File: src/rtl/axi_xdma_st_data_pkg.sv
// axi_xdma_st_data_pkg: mode codes, checker FSM states and config_reg0 bit positions
package axi_xdma_st_data_pkg;
    localparam logic [1:0] COUNTER_NORMAL = 2'b00;
    localparam logic [1:0] COUNTER_DOWN   = 2'b01;
    localparam logic [1:0] COUNTER_STOP   = 2'b10;
    localparam logic [1:0] RANDOM_DATA    = 2'b11;
    typedef enum logic [1:0] {CLEAR = 2'd0, SEED = 2'd1, CHECK = 2'd2} chk_state_e;
    localparam int CFG_MODE      = 0;
    localparam int CFG_AUTO_SEED = 2;
    localparam int CFG_CLEAR     = 3;
    localparam int CFG_BP_EN     = 4;
endpackage

File: src/rtl/axis_bp_lfsr.sv
// axis_bp_lfsr: 16-bit Galois LFSR (taps 16,14,13,11) driving TREADY throttling
module axis_bp_lfsr #(
    parameter logic [15:0] SEED = 16'hACE1
) (
    input  logic        i_clk,
    input  logic        i_rst_n,
    input  logic        i_en,
    output logic [15:0] o_lfsr
);
    logic [15:0] r_lfsr;
    assign o_lfsr = r_lfsr;
    always_ff @(posedge i_clk) begin
        if (!i_rst_n)
            r_lfsr <= SEED;
        else if (i_en)
            r_lfsr <= {1'b0, r_lfsr[15:1]} ^ (r_lfsr[0] ? 16'hB400 : 16'h0000);
    end
endmodule

File: src/rtl/axi_xdma_st_data_chk_slave_stream.sv
// axi_xdma_st_data_chk_slave_stream: AXI-Stream sink checking beats against the generator pattern
module axi_xdma_st_data_chk_slave_stream
    import axi_xdma_st_data_pkg::*;
#(
    parameter int          C_S_AXIS_TDATA_WIDTH  = 128,
    parameter int          NUMBER_OF_INPUT_WORDS = 64,
    parameter logic [15:0] BP_LFSR_SEED          = 16'hACE1
) (
    input  logic                              S_AXIS_ACLK,
    input  logic                              S_AXIS_ARESETN,
    input  logic                              S_AXIS_TVALID,
    input  logic [C_S_AXIS_TDATA_WIDTH-1:0]   S_AXIS_TDATA,
    input  logic [C_S_AXIS_TDATA_WIDTH/8-1:0] S_AXIS_TSTRB,
    input  logic                              S_AXIS_TLAST,
    output logic                              S_AXIS_TREADY,
    input  logic [31:0]                       config_reg0,
    input  logic [31:0]                       config_reg1,
    input  logic [31:0]                       config_reg2,
    output logic [63:0]                       beat_count,
    output logic [31:0]                       pkt_count,
    output logic [31:0]                       data_err_count,
    output logic [31:0]                       tlast_err_count,
    output logic                              first_err_valid,
    output logic [C_S_AXIS_TDATA_WIDTH-1:0]   first_err_data,
    output logic [C_S_AXIS_TDATA_WIDTH-1:0]   first_err_expected,
    output logic [31:0]                       first_err_beat
);
    localparam int          W        = C_S_AXIS_TDATA_WIDTH;
    localparam logic        CHK_LAST = NUMBER_OF_INPUT_WORDS > 0;
    localparam logic [31:0] LAST_IDX = 32'(NUMBER_OF_INPUT_WORDS) - 32'd1;

    chk_state_e   r_state;
    logic         r_tready;
    logic [63:0]  r_beat_count;
    logic [31:0]  r_pkt_count, r_data_err_count, r_tlast_err_count, r_first_err_beat, r_beat_idx;
    logic         r_first_err_valid;
    logic [W-1:0] r_expected, r_first_err_data, r_first_err_expected;

    logic [15:0]  w_lfsr;
    logic [1:0]   w_mode;
    logic         w_accept, w_data_err, w_at_last, w_tlast_err, w_unused;
    logic [W-1:0] w_step, w_base, w_next_exp;
    logic [31:0]  w_idx_next;

    axis_bp_lfsr #(.SEED(BP_LFSR_SEED)) u_bp_lfsr (
        .i_clk   (S_AXIS_ACLK),
        .i_rst_n (S_AXIS_ARESETN),
        .i_en    (1'b1),
        .o_lfsr  (w_lfsr)
    );

    assign w_unused = ^{config_reg0[31:5], w_lfsr[15:1]};
    assign w_mode   = config_reg0[CFG_MODE +: 2];
    assign w_accept = S_AXIS_TVALID & r_tready;
    assign w_step   = W'({config_reg2, config_reg1});
    // While seeding, the received beat replaces the stored expectation as the base
    assign w_base     = (r_state == SEED) ? S_AXIS_TDATA : r_expected;
    assign w_next_exp = (w_mode == COUNTER_NORMAL) ? w_base + w_step :
                        (w_mode == COUNTER_DOWN)   ? w_base - w_step :
                        (w_mode == COUNTER_STOP)   ? w_base : r_expected;
    assign w_data_err = (r_state == CHECK && w_mode != RANDOM_DATA && S_AXIS_TDATA != r_expected)
                        || !(&S_AXIS_TSTRB);
    assign w_at_last   = CHK_LAST && (r_beat_idx == LAST_IDX);
    assign w_tlast_err = CHK_LAST && (S_AXIS_TLAST != w_at_last);
    assign w_idx_next  = (!CHK_LAST || S_AXIS_TLAST || w_at_last) ? 32'd0 : r_beat_idx + 32'd1;

    assign S_AXIS_TREADY      = r_tready;
    assign beat_count         = r_beat_count;
    assign pkt_count          = r_pkt_count;
    assign data_err_count     = r_data_err_count;
    assign tlast_err_count    = r_tlast_err_count;
    assign first_err_valid    = r_first_err_valid;
    assign first_err_data     = r_first_err_data;
    assign first_err_expected = r_first_err_expected;
    assign first_err_beat     = r_first_err_beat;

    always_ff @(posedge S_AXIS_ACLK) begin
        if (!S_AXIS_ARESETN) begin
            r_state              <= CLEAR;
            r_tready             <= 1'b0;
            r_beat_count         <= '0;
            r_pkt_count          <= '0;
            r_data_err_count     <= '0;
            r_tlast_err_count    <= '0;
            r_first_err_valid    <= 1'b0;
            r_first_err_data     <= '0;
            r_first_err_expected <= '0;
            r_first_err_beat     <= '0;
            r_expected           <= W'(1);
            r_beat_idx           <= '0;
        end else begin
            r_tready <= config_reg0[CFG_CLEAR] ? 1'b0 : config_reg0[CFG_BP_EN] ? w_lfsr[0] : 1'b1;
            if (r_state == CLEAR) begin
                r_beat_count         <= '0;
                r_pkt_count          <= '0;
                r_data_err_count     <= '0;
                r_tlast_err_count    <= '0;
                r_first_err_valid    <= 1'b0;
                r_first_err_data     <= '0;
                r_first_err_expected <= '0;
                r_first_err_beat     <= '0;
                r_expected           <= W'(1);
                r_beat_idx           <= '0;
                r_state <= config_reg0[CFG_CLEAR] ? CLEAR : config_reg0[CFG_AUTO_SEED] ? SEED : CHECK;
            end else begin
                if (w_accept) begin
                    r_beat_count <= r_beat_count + 64'd1;
                    r_pkt_count  <= r_pkt_count + {31'd0, S_AXIS_TLAST};
                    r_expected   <= w_next_exp;
                    r_beat_idx   <= w_idx_next;
                    if (w_data_err) begin
                        r_data_err_count <= r_data_err_count + {31'd0, r_data_err_count != '1};
                        if (!r_first_err_valid) begin
                            r_first_err_valid    <= 1'b1;
                            r_first_err_data     <= S_AXIS_TDATA;
                            r_first_err_expected <= r_expected;
                            r_first_err_beat     <= r_beat_count[31:0];
                        end
                    end
                    if (w_tlast_err)
                        r_tlast_err_count <= r_tlast_err_count + {31'd0, r_tlast_err_count != '1};
                    if (r_state == SEED)
                        r_state <= CHECK;
                end
                if (config_reg0[CFG_CLEAR])
                    r_state <= CLEAR;
            end
        end
    end
endmodule

File: config.mk
export PLATFORM = sky130hd
export DESIGN_NAME = axi_xdma_st_data_chk_slave_stream
export DESIGN_NICKNAME = d
export VERILOG_FILES = /design/src/rtl/axi_xdma_st_data_pkg.sv /design/src/rtl/axis_bp_lfsr.sv /design/src/rtl/axi_xdma_st_data_chk_slave_stream.sv
export SDC_FILE = /design/constraint.sdc
export NUM_CORES = 2
export LEC_CHECK = 0
export ABC_AREA = 1
export CORE_ASPECT_RATIO = 1.4
export CORE_MARGIN = 5
export CORE_UTILIZATION = 60
export DETAILED_ROUTE_END_ITERATION = 7
export GPL_TIMING_DRIVEN = 0
export PLACE_DENSITY = 0.87
export SYNTH_ARGS = -nofsm -noshare
export SYNTH_HDL_FRONTEND = slang
export SYNTH_HIERARCHICAL = 1
export SYNTH_SLANG_ARGS = --single-unit
File: constraint.sdc
create_clock -name S_AXIS_ACLK -period 9.26 [get_ports S_AXIS_ACLK]
set_clock_uncertainty 0.2 [all_clocks]
set_input_delay 2.315 -clock S_AXIS_ACLK [delete_from_list [all_inputs] [get_ports S_AXIS_ACLK]]
set_output_delay 2.315 -clock S_AXIS_ACLK [all_outputs]
set_load 0.05 [all_outputs]
==> impl_metrics.ini, run 1 <==
[clock_tree]
hold_buffers = 0
root_buffer = clkbuf_16
cts_buffers = 66
htree_num_levels = 3
cts_buffer_depth = 3
cts_sinks = 628
postCtsSetupRepairBufs = 0
cts_resized = 0

[floorplan]
die_y_um = 341.3
io_pins = 694
placementRows = 121
die_w_um = 246.6
initial_utilization_pct = 60.44

[logic_synthesis]
synth_cells = 8223
synth_edf_count = 0
avgSynthCellArea_um2 = 5.719
synth_cell_types = 55
ys_top_cells_by_count = 2,485 x nand2_1, 1,218 x inv_1, 874 x nor2_1, 738 x a21oi_1, 708 x nand3_1
syn_nets = 8606
synth.cell_area_mm2 = 0.04703
yosysWarnings = 6
synth_top_area_share_pct = 26.73
yosys-top-cells-area = dfxtp_1 27%, nand2_1 20%, inv_1 9.7%
yosysSeqAreaShare_pct = 26.73
yosysMostFrequentCell = nand2_1
async_flop_share_pct = 0
synth_top_cell_by_area = dfxtp_1
synth_top_flop_cell = dfxtp_1
ys_ff_latch = 628

[placed_design]
port_buffers = 665
routabilityCongestion = 1.400
dp_hpwl_mm = 195.5
dpl_cell_area_mm2 = 0.05500
place_inst = 9933

[global_route]
grt_usage_pct = 63.07
first_global_vias = 62290
grt_max_degree = 16
grt_pass1_wl_mm = 407.6
grt_overflow = 200

[status]
stop_stage = global routing (5_1_grt)
status = stopped before the end
error = [ERROR GRT-0116] Global routing finished with congestion. Check the congestion regions in the DRC Viewer.
## logic make-up after synthesis
group / after synthesis / synth area share (%)
AND/OR/NAND/NOR: 4538 / 40.35
buffers and inverters: 1540 / 12.70
AO/OA/AOI/OAI: 1250 / 14.12
flip-flops: 628 / 26.73
adder cells (fa/ha/maj): 139 / 3.730
XOR/XNOR: 127 / 2.365
other: 1 / 0.007973
## routing by layer
metal / global-route usage [%] / overflow
met1: 63.63 / 7
met2: 82.93 / 81
met4: 60.86 / 96
met5: 12.76 / 1
met3: 43.41 / 15
## per-stage QoR
| stage | worst slack (ns) | hold slack, ns |
|---|---|---|
| detailed placement | 1.953 | 0.2526 |
| global placement | 1.949 | 0.2469 |
| floorplan | 4.448 | 0.2389 |
| CTS | 2.590 | 0.2615 |
==> inputs of run 2 (changes only) <==
Settings changed: CORE_ASPECT_RATIO 1.4 to unset, CORE_UTILIZATION 60 to 40, PLACE_DENSITY 0.87 to unset, PLACE_DENSITY_LB_ADDON set to 0.15.
==> run 2 against run 1 <==
The flow now finishes, with violations (capacitance limit). Area after synthesis unchanged. Synthesized cell count unchanged.
==> impl_metrics.ini, run 2 <==
[route]
ant_nets = 0
wl_mm = 264.6
firstDrtPassIters = 8
drt-initial-drc-count = 6339
drt-wirelength-per-cell_um = 25.07
via_per_inst = 5.524
drc = 0
vias = 58310

[clock_tree]
cts_sinks = 628
htree_num_levels = 3
cts_resized = 0
cts_buffer_depth = 3
hold_buffers = 0
postCtsSetupRepairBufs = 0
cts_buffers = 75
root_buffer = clkbuf_16
clkSlewWorstSetupHoldPaths_ns = 0.06
clk-insertion-delay-late_ns = 0.67
cts_tree = done

[global_route]
gr-usage-met2_pct = 65.46
grt_overflow = 0
grt_use_met1_pct = 47.18
first_global_vias = 53430
grt_antenna_before_repair = 15
grt_usage_pct = 40.18
grt_pass1_wl_mm = 369.3
grt_max_degree = 14
grt_util_met3_pct = 7.659
grt_busiest_layer = met2

[setup_path]
r2r_start = r_state[1]
r2r_setup_slack_ns = 2.45
crit_fanout = 8
reg2reg_to = r_expected[109]
worstPathRequired_ns = 9.60
crit_path_end_kind = flip-flop
crit_type = in2reg
arrival_ns = 7.61
rr_worst_depth = 21
crit_path_start_kind = primary input

[hold_path]
min_to = first_err_data[124]
hp-class = reg2reg
min_path_cells = 2
hold_start = first_err_data[124]

[cells_and_area]
layout_commonest_cell = nand2_1
layout-drive-gt1-share_pct = 2.826
final_cell_mix = 2,485 x nand2_1, 1,218 x inv_1, 874 x nor2_1, 738 x a21oi_1, 708 x nand3_1
synthToLayoutAreaGrowth_pct = 23.57
num-nets-final = 9349

[status]
violations = capacitance limit
status = finished, violations left

[floorplan]
die-area_mm2 = 0.1245
initial_utilization_pct = 40.36
io_pins = 694
die_y_um = 352.9
placementRows = 125
core_mm2 = 0.1165
die_w_um = 352.9

[placed_design]
port_buffers = 665
routabilityCongestion = 1.089
dp_hpwl_mm = 224.6

[logic_synthesis]
synth_edf_count = 0
ys_top_cells_by_count = 2,485 x nand2_1, 1,218 x inv_1, 874 x nor2_1, 738 x a21oi_1, 708 x nand3_1
synth_xor_xnor_area_share_pct = 2.365
yosys-top-cells-area = dfxtp_1 27%, nand2_1 20%, inv_1 9.7%
synth.cell_area_mm2 = 0.04703
synth_top_cell_by_area = dfxtp_1
synth_cells = 8223
synth_top_area_share_pct = 26.73
yosysWarnings = 6
muxShareOfSynthArea_pct = 0
synth_cell_types = 55
synth_top_family_by_area = simple AND/OR/NAND/NOR gates
yosysMostFrequentCell = nand2_1
synth-simple-area-share_pct = 40.35
synth_top_flop_cell = dfxtp_1
syn_nets = 8606
async_flop_share_pct = 0
avgSynthCellArea_um2 = 5.719
synth_compound_area_share_pct = 14.12
synth_adder_area_share_pct = 3.730
ys_ff_latch = 628
yosysSeqAreaShare_pct = 26.73

[sta]
rsz0062_at_grt = no
relSlewSlack_pct = 0.3293
fin_setup_tns_ns = 0
max_freq_ghz = 0.1377
setup_violations = 0
worst_pin_slew_ns = 1.495
finalHoldViolCount = 0
fin_crit_ns = 7.263
fin_crit_sh_pct = 78.44
final-max-slew-violation-count = 0

[power_and_ir_drop]
power.total_mw = 7.148
irDropWorstVdd_mv = 0.1377
p_leak_nw = 24.24
powerDensity_mw_per_mm2 = 123.0

[job]
maxCapViolCount = 1
-- run 2: cell counts after synthesis --
Identical to the previous run, type by type.
-- run 2: worst max-delay path by stage --
stage                     startpoint               to  slack (ns)  cells after the start
floorplan            S_AXIS_TDATA[1]  r_expected[116]        4.45                     20
global placement    S_AXIS_TDATA[60]  r_expected[109]        1.73                     16
detailed placement  S_AXIS_TDATA[60]  r_expected[109]        1.70                     16
CTS                 S_AXIS_TDATA[60]  r_expected[109]        2.40                     16
global route        S_AXIS_TDATA[24]  r_expected[109]        2.07                     21
finish              S_AXIS_TDATA[24]  r_expected[109]        2.00                     21
-- run 2: cells by family (layout without fill, tap and decap cells) --
logic type	after synthesis	after routing
compound gates	1250	1250
xor+xnor	127	127
fa+ha+maj	139	139
buf+inv	1540	2340
flops	628	628
other cells	1	10
simple gates	4538	4538
-- run 2: cell type report --
| cell class | count | area [um^2] |
|---|---|---|
| Antenna cell | 9 | 22.52 |
| Buffer | 311 | 1358 |
| Clock buffer | 102 | 2090 |
| Clock inverter | 32 | 390.4 |
| Fill cell | 12430 | 58400 |
| Inverter | 1229 | 4618 |
| Multi-Input combinational cell | 6055 | 28490 |
| Sequential cell | 628 | 12570 |
| Tap cell | 1524 | 1907 |
| Timing Repair Buffer | 666 | 6671 |
-- run 2: report_power, final --
part	total [mW]	internal, mW	switching, mW
combinational	1.38	0.359	1.02
sequential	2.73	2.72	0.0159
clock	3.03	1.74	1.29
total	7.15	4.82	2.33
-- run 2: critical path, cell delays in order --
cell and delay (ns):
clkdlybuf4s50_1 0.68, inv_1 0.10, o21ai_0 1.09, ha_1 0.42, clkbuf_1 0.25, nor2_1 0.20, inv_1 0.07, nor2_1 0.18
inv_1 0.06, nor2_1 0.13, inv_1 0.11, nor2_1 0.09, nand2_1 0.08, nand2_1 0.38, nand2_1 0.29, nand3_1 0.37
nand3_1 0.30, nand3_1 0.14, nand2_1 0.06, nor2_1 0.20, nor2_1 0.06
-- run 2: metrics by stage --
stage                     setup slack [ns]  hold slack [ns]  area (um^2)  util [%]  std cells
after CTS                            2.397           0.2605        58090     49.86      10550
final                                1.997           0.2586        58120     49.88      10560
after global routing                 2.069           0.2768        58090     49.86      10550
after detailed placement             1.705           0.2510        55610     47.73      10410
after global placement               1.726           0.2479        55590     47.71      10410
after floorplan                      4.448           0.2389        47030         -       8223
-- run 2: layer usage --
layer	wire length (um)	vias to the layer above
li1	-	27690
met5	161	-
met2	117200	2940
met3	22700	769
met1	100500	26900
met4	24030	8
Power figures use the tool's default switching activity.
